File: config.mk
export PLATFORM = sky130hd
export DESIGN_NAME = alu_arbiter
export DESIGN_NICKNAME = d
export VERILOG_FILES = /design/src/rtl/alu_arbiter.sv
export SDC_FILE = /design/constraint.sdc
export NUM_CORES = 1
export LEC_CHECK = 0
export ABC_AREA = 1
export ABC_CLOCK_PERIOD_IN_PS = 3250
export BUFFER_PORTS_ARGS = -buffer_cell sky130_fd_sc_hd__clkbuf_2
export CAP_MARGIN = 40
export CORE_AREA = 2 2 142 144
export CTS_BUF_LIST = sky130_fd_sc_hd__clkbuf_4
export DETAILED_ROUTE_END_ITERATION = 6
export DIE_AREA = 0 0 144 146
export MAX_ROUTING_LAYER = met4
export SYNTH_ARGS = -nofsm -noshare
export SYNTH_HDL_FRONTEND = slang
export SYNTH_SLANG_ARGS = --single-unit
File: constraint.sdc
create_clock -name i_clk -period 3.25 [get_ports i_clk]
set_input_delay 0.4875 -clock i_clk [delete_from_list [all_inputs] [get_ports i_clk]]
set_output_delay 0.4875 -clock i_clk [all_outputs]
set_load 0.02 [all_outputs]
File: src/rtl/alu_arbiter.sv
// alu_arbiter
//   Shares one combinational ALU between two requesters. A request is
//   accepted in IDLE, its operation is registered and presented to the ALU
//   during EXEC, the ALU outputs are captured into a response register, and
//   the response is held in RESP until the owning requester takes it.
//
// Handshakes: every channel uses valid/ready. A transfer happens on a rising
//   edge of i_clk where both valid and ready are high. The requester keeps its
//   payload stable while valid && !ready. The arbiter never drops ready inside
//   a cycle while the valids are stable.
//
// Ports
//   i_clk, i_rst_n                 clock, async active-low reset
//   i_reqN_* / o_reqN_ready        request channel N (opsel, modifiers, operands)
//   o_alu_*                        operation register towards the ALU
//   i_alu_result/eq/slt            ALU outputs
//   o_rspN_valid / i_rspN_ready    response channel N
//   o_rspN_result/eq/slt           shared response register
//   o_dbg_state                    current FSM state (IDLE=0, EXEC=1, RESP=2)
module alu_arbiter #(
  parameter bit PRIORITY_RESET = 1'b0
) (
  input  logic        i_clk,
  input  logic        i_rst_n,
  input  logic        i_req0_valid,
  output logic        o_req0_ready,
  input  logic [2:0]  i_req0_opsel,
  input  logic        i_req0_sub,
  input  logic        i_req0_unsigned,
  input  logic        i_req0_arith,
  input  logic [31:0] i_req0_op1,
  input  logic [31:0] i_req0_op2,
  input  logic        i_req1_valid,
  output logic        o_req1_ready,
  input  logic [2:0]  i_req1_opsel,
  input  logic        i_req1_sub,
  input  logic        i_req1_unsigned,
  input  logic        i_req1_arith,
  input  logic [31:0] i_req1_op1,
  input  logic [31:0] i_req1_op2,
  output logic [2:0]  o_alu_opsel,
  output logic        o_alu_sub,
  output logic        o_alu_unsigned,
  output logic        o_alu_arith,
  output logic [31:0] o_alu_op1,
  output logic [31:0] o_alu_op2,
  input  logic [31:0] i_alu_result,
  input  logic        i_alu_eq,
  input  logic        i_alu_slt,
  output logic        o_rsp0_valid,
  input  logic        i_rsp0_ready,
  output logic [31:0] o_rsp0_result,
  output logic        o_rsp0_eq,
  output logic        o_rsp0_slt,
  output logic        o_rsp1_valid,
  input  logic        i_rsp1_ready,
  output logic [31:0] o_rsp1_result,
  output logic        o_rsp1_eq,
  output logic        o_rsp1_slt,
  output logic [1:0]  o_dbg_state
);

  typedef enum logic [1:0] {
    IDLE = 2'd0,
    EXEC = 2'd1,
    RESP = 2'd2
  } state_t;

  state_t      state;
  logic        gnt;
  logic        prio;

  logic [2:0]  op_opsel;
  logic        op_sub;
  logic        op_unsigned;
  logic        op_arith;
  logic [31:0] op_op1;
  logic [31:0] op_op2;

  logic [31:0] rsp_result;
  logic        rsp_eq;
  logic        rsp_slt;

  logic        sel;
  logic        any_valid;
  logic        rsp_taken;

  // Grant choice: a lone valid wins, a tie goes to the round-robin pointer.
  // With no valid at all sel is 0, so requester 0 sees ready while idle.
  assign any_valid = i_req0_valid || i_req1_valid;
  assign sel       = (i_req0_valid && i_req1_valid) ? prio : i_req1_valid;

  // Ready is forced low during reset even though state already reads IDLE.
  assign o_req0_ready = i_rst_n && (state == IDLE) && !sel;
  assign o_req1_ready = i_rst_n && (state == IDLE) &&  sel;

  assign rsp_taken = gnt ? i_rsp1_ready : i_rsp0_ready;

  always_ff @(posedge i_clk or negedge i_rst_n) begin
    if (!i_rst_n) begin
      state       <= IDLE;
      gnt         <= 1'b0;
      prio        <= PRIORITY_RESET;
      op_opsel    <= 3'd0;
      op_sub      <= 1'b0;
      op_unsigned <= 1'b0;
      op_arith    <= 1'b0;
      op_op1      <= 32'd0;
      op_op2      <= 32'd0;
      rsp_result  <= 32'd0;
      rsp_eq      <= 1'b0;
      rsp_slt     <= 1'b0;
    end else begin
      case (state)
        IDLE: begin
          if (any_valid) begin
            gnt   <= sel;
            state <= EXEC;
            if (sel) begin
              op_opsel    <= i_req1_opsel;
              op_sub      <= i_req1_sub;
              op_unsigned <= i_req1_unsigned;
              op_arith    <= i_req1_arith;
              op_op1      <= i_req1_op1;
              op_op2      <= i_req1_op2;
            end else begin
              op_opsel    <= i_req0_opsel;
              op_sub      <= i_req0_sub;
              op_unsigned <= i_req0_unsigned;
              op_arith    <= i_req0_arith;
              op_op1      <= i_req0_op1;
              op_op2      <= i_req0_op2;
            end
          end
        end
        EXEC: begin
          rsp_result <= i_alu_result;
          rsp_eq     <= i_alu_eq;
          rsp_slt    <= i_alu_slt;
          state      <= RESP;
        end
        RESP: begin
          if (rsp_taken) begin
            prio  <= ~gnt;
            state <= IDLE;
          end
        end
        default: state <= IDLE;
      endcase
    end
  end

  // The ALU sees the operation register directly, so its inputs only move
  // when a new request is accepted.
  assign o_alu_opsel    = op_opsel;
  assign o_alu_sub      = op_sub;
  assign o_alu_unsigned = op_unsigned;
  assign o_alu_arith    = op_arith;
  assign o_alu_op1      = op_op1;
  assign o_alu_op2      = op_op2;

  assign o_rsp0_valid  = (state == RESP) && !gnt;
  assign o_rsp1_valid  = (state == RESP) &&  gnt;

  assign o_rsp0_result = rsp_result;
  assign o_rsp0_eq     = rsp_eq;
  assign o_rsp0_slt    = rsp_slt;
  assign o_rsp1_result = rsp_result;
  assign o_rsp1_eq     = rsp_eq;
  assign o_rsp1_slt    = rsp_slt;

  assign o_dbg_state = state;

endmodule

# --- Word-level counts from Yosys, hierarchy flattened ---
# Index checks and enable logic that the tools add are counted.
totals:
  register_bits: 108
  latchBits: 0
  mem_bits_rw: 0
  rom_bits: 0
  in_bits: 180
  output_inout_bits: 144
  word_cells: 41
  memories: 0
op_classes:
  addsub: 0
  n_mul: 0
  div_mod_pow: 0
  n_lt_le_gt_ge: 0
  eq_ne: 4
  n_shift: 0
  mux: 11
  bitwise_logic: 1
  n_reduce_logical: 13
op_table:
  columns: ["operator", "count"]
  rows:
  - ["two-way mux 32 bit", 2]
  - ["logical AND 1 bit", 6]
  - ["case mux 2 bit (3 select lines)", 1]
  - ["AND reduction 2 bit", 3]
  - ["two-way mux 1 bit", 5]
  - ["two-way mux 2 bit", 2]
  - ["!= test 2 bit, second input constant", 2]
  - ["two-way mux 3 bit", 1]
  - ["equality test 2 x 1 -> 1 bit, second input constant", 1]
  - ["equality test 2 bit, second input constant", 1]
  - ["logical NOT 1 bit", 2]
  - ["logical NOT 2 bit", 1]
  - ["logical OR 1 bit", 1]
  - ["inverter 1 bit", 1]

# --- Depth between registers and ports, before layout ---
logic_depth:
  depth_word: 4
  ltp_mapped: 7

# --- Least setup slack after synthesis ---
# No wires, ideal clock.
synth_timing:
  path_kind: "input-to-output"
  from: "input i_req0_valid"
  to: "output o_req1_ready"
  arrival_ps: 1295
  required_ps: 2762
  path_slack_ps: 1467
  cell_stages: 4
  cell_sequence: "nand2_1 -> nand2_1 -> buf_2 -> nor2_1"
synth_via:
  elab_chain_cells: 3
synth_lines:
  columns: ["element", "line", "text"]
  rows:
  - ["start: declaration", "25", "input logic i_req0_valid,"]
  - ["logical AND 1 bit", "91", "assign sel = (i_req0_valid && i_req1_valid) ? prio : i_req1_valid;"]
  - ["two-way mux 1 bit", "91", null]
  - ["logical AND 1 bit", "95", "assign o_req1_ready = i_rst_n && (state == IDLE) && sel;"]
  - ["end: declaration", "34", "output logic o_req1_ready,"]
# No other way between the ends.

# --- Worst setup path after layout ---
layout_timing:
  from: "register state[1], in the netlist o_dbg_state[1]"
  to: "output o_rsp1_valid"
layout_via:
  elab_chain_cells: 2
layout_lines:
  columns: ["element", "line", "text"]
  rows:
  - ["start: declaration", "69", "state_t state;"]
  - ["start signal: assignment", "101", "state <= IDLE;"]
  - ["start signal: assignment", "118", "state <= EXEC;"]
  - ["start signal: assignment", "140", "state <= RESP;"]
  - ["equality test 2 bit", "163", "assign o_rsp1_valid = (state == RESP) && gnt;"]
  - ["logical AND 1 bit", "163", null]
  - ["end: declaration", "55", "output logic o_rsp1_valid,"]
# No other way between the ends.

==> flow_summary.json <==
{
  "status": "complete, no violations",
  "pwr_density_cell_nw_per_um2": 957,
  "crit_start": "o_dbg_state[1]",
  "worstPathArrival_ps": 1770,
  "area_growth_pct": 30.5,
  "async_reset_ff_share_pct": 100,
  "ys_ff_latch": 108,
  "worstSetupPathType": "reg -> out",
  "dp_slack_ps": 1350,
  "dr_wl_met3_mm": 1.31,
  "routed.top_layer": "met4",
  "totalWireLength_mm": 18.8,
  "r2r-start": "o_dbg_state[1]",
  "ys.flop_type": "dfrtp_1",
  "fin_skew_ps": 39.5,
  "route.met2.wl_mm": 9.17,
  "setup_ws_ps": 989,
  "hpwlAfterDp_mm": 13.8,
  "routedWlPerCell_um": 13.9,
  "synth_top_cell_by_area": "dfrtp_1",
  "hp-class": "in -> reg",
  "maxSlewHeadroom_pct": 48.5,
  "tightest_slew_ps": 772,
  "min_to": "o_rsp0_result[4]",
  "whs_path_depth": 3,
  "fin_nets": 1255,
  "hold_ws_ps": 208,
  "drt-met1-wl_mm": 7.92,
  "grt_pass1_wl_mm": 29.0,
  "synth_commonest_cells": "nand2_1 (289), nand3_1 (174), inv_1 (144)",
  "grt_max_degree": 71,
  "synthCells": 808,
  "worst_setup_path_end_kind": "output pin",
  "finalSetupViolations": 0,
  "cts_tree": "built",
  "cp_top_family": "buffers and inverters",
  "n_fill_cell": 2124,
  "ant_nets": 0,
  "cts_buffers": 9,
  "gp_congestion": 0.799,
  "route.detailed.drc": 0,
  "numPortBuffers": 323,
  "grt_usage_pct": 18.2,
  "cp.required_ps": 2760,
  "drv_slew": 0,
  "cts_resized": 0,
  "syn_area_per_cell_um2": 7.08,
  "fin_setup_tns_ps": 0,
  "ys_warn_count": 0,
  "rsz0062_at_grt": "no",
  "place_area_um2": 7310,
  "fmax_mhz": 442,
  "total_power_uw": 7140,
  "synth_seq_area_share_pct": 47.3,
  "worstSetupStartpointType": "flip-flop",
  "finalCriticalPeriod_ps": 2260,
  "cts.clk_slew.worst_paths_ps": 190,
  "drive_gt1_share_pct": 32.9,
  "die_w_um": 144,
  "pin_count": 324,
  "cts-root-buf": "clkbuf_4",
  "core-area_um2": 19300,
  "cap_violations": 0,
  "cts.sinks": 108,
  "reg2reg_depth": 6,
  "cts_max_level": 3,
  "vias_per_cell": 4.37,
  "crit_buf_inv": 3,
  "slowest_stage": "inv_2",
  "synthMostInstantiatedCell": "nand2_1",
  "final_area_um2": 7460,
  "peakVddDrop_mv": 0.334,
  "synth_top_cells_by_area": "dfrtp_1 (47%), nand2_1 (19%), nand3_1 (15%), inv_1 (9.5%), buf_4 (4.5%)",
  "rrSetupSlack_ps": 1320,
  "vias": 5880,
  "yosysUniqueCellTypes": 13,
  "cpPeakStageDelay_ps": 450,
  "cp_common_cell": "nor2_1",
  "rows": 51,
  "leakage_uw": 0.00480,
  "overflow": 0,
  "drt_pass1_iterations": 4,
  "grt_pass1_vias": 5537,
  "synthesis.nets": 988,
  "rr_endpoint": "o_alu_op1[16]",
  "path_cells": "inv_2, nor2_1, inv_1, nor2_1, clkbuf_2",
  "clockBufferDepth": 2,
  "die_h_um": 146,
  "synth_edf_count": 0,
  "fin_crit_sh_pct": 69.6,
  "drtIter0Drc": 187,
  "worstPathMaxFanout": 37,
  "antenna_found_initial": 2,
  "start_util_pct": 29.6,
  "dieArea_um2": 21000,
  "syn-cell-area_um2": 5720,
  "hp-start": "i_alu_result[4]",
  "clock_latency_ps": 480,
  "synth_top_area_share_pct": 47.3,
  "finalHoldViolCount": 0
}
==> power by group <==
part	internal (uW)	switching, uW
registers	2020	473
logic	1190	2740
clock network	244	466
total	3460	3680
==> kinds of logic (layout without fill, tap and decap cells) <==
family                 count (synthesis)  after routing  synth area share [%]
flip-flops                           108            108                  47.3
other                                  0              2                     0
buffers and inverters                226            498                  17.6
AO/OA/AOI/OAI                          4              4                 0.350
AND/OR/NAND/NOR                      470            470                  34.8
==> registers in the layout, summed over array words and instances, names as in the netlist <==
register,flops
o_rsp0_slt,1
o_rsp0_eq,1
o_alu_op2,32
o_alu_opsel,3
o_alu_unsigned,1
o_alu_sub,1
prio,1
o_alu_op1,32
o_alu_arith,1
o_dbg_state,2
gnt,1
o_rsp0_result,32
==> layout by cell type (no fill, tap or decap) <==
master         count
inv_1            144
dfrtp_1          108
dlygate4sd3_1      1
nand2_2            2
nor2_1             6
buf_4             13
clkinv_2           1
inv_6              1
clkinv_1           1
nand3_1          174
clkbuf_4          10
clkinvlp_4         1
nor2_4             1
inv_2              2
o21ai_0            3
clkinv_4           1
bufinv_16          1
diode_2            2
a21oi_1            1
clkbuf_2         322
nand2_1          287
==> per-stage QoR <==
step / std cells / utilization (%)
3_3_place_gp: 1328 / 37.8
4_1_cts: 1345 / 38.6
3_5_place_dp: 1328 / 37.8
2_1_floorplan: 808 / -
6_report: 1347 / 38.6
5_1_grt: 1347 / 38.6
==> repair_timing <==
item,in CTS,in global routing
buffers inserted,0,0
endpoints found under the hold margin,6,0
hold buffers,1,0
==> worst register-to-register path, delay by kind of cell (launching register included) <==
kind          cells  cell delay, ps
flops             1             430
simple gates      4             600
buf+inv           2             850
==> routing by layer <==
| metal | GRT usage (%) | vias up |
|---|---|---|
| met5 | - | - |
| met4 | 5.83 | 0 |
| met3 | 3.55 | 17 |
| met2 | 30.6 | 238 |
| met1 | 21.7 | 2688 |
| li1 | - | 2937 |
==> worst max path at each step <==
| stage | endpoint | slack (ps) | cells past startpoint |
|---|---|---|---|
| 2_1_floorplan | o_req1_ready | 1470 | 4 |
| 3_3_place_gp | o_alu_op1[12] | 1400 | 6 |
| 3_5_place_dp | o_alu_op1[16] | 1350 | 6 |
| 4_1_cts | o_rsp1_valid | 900 | 5 |
| 5_1_grt | o_rsp1_valid | 820 | 5 |
| 6_report | o_rsp1_valid | 990 | 5 |
==> area by class of cell <==
class	instances	area [um^2]	share of cell area, %
antenna	2	5.00	0.0671
clock buffer	10	75.1	1.01
clock inverter	6	63.8	0.855
inverter	146	548	7.35
multi-input combinational	474	2010	27.0
sequential	108	2700	36.2
tap	265	332	4.44
timing repair buffer	336	1720	23.0
Note: power is estimated with default switching activity, not from simulation.
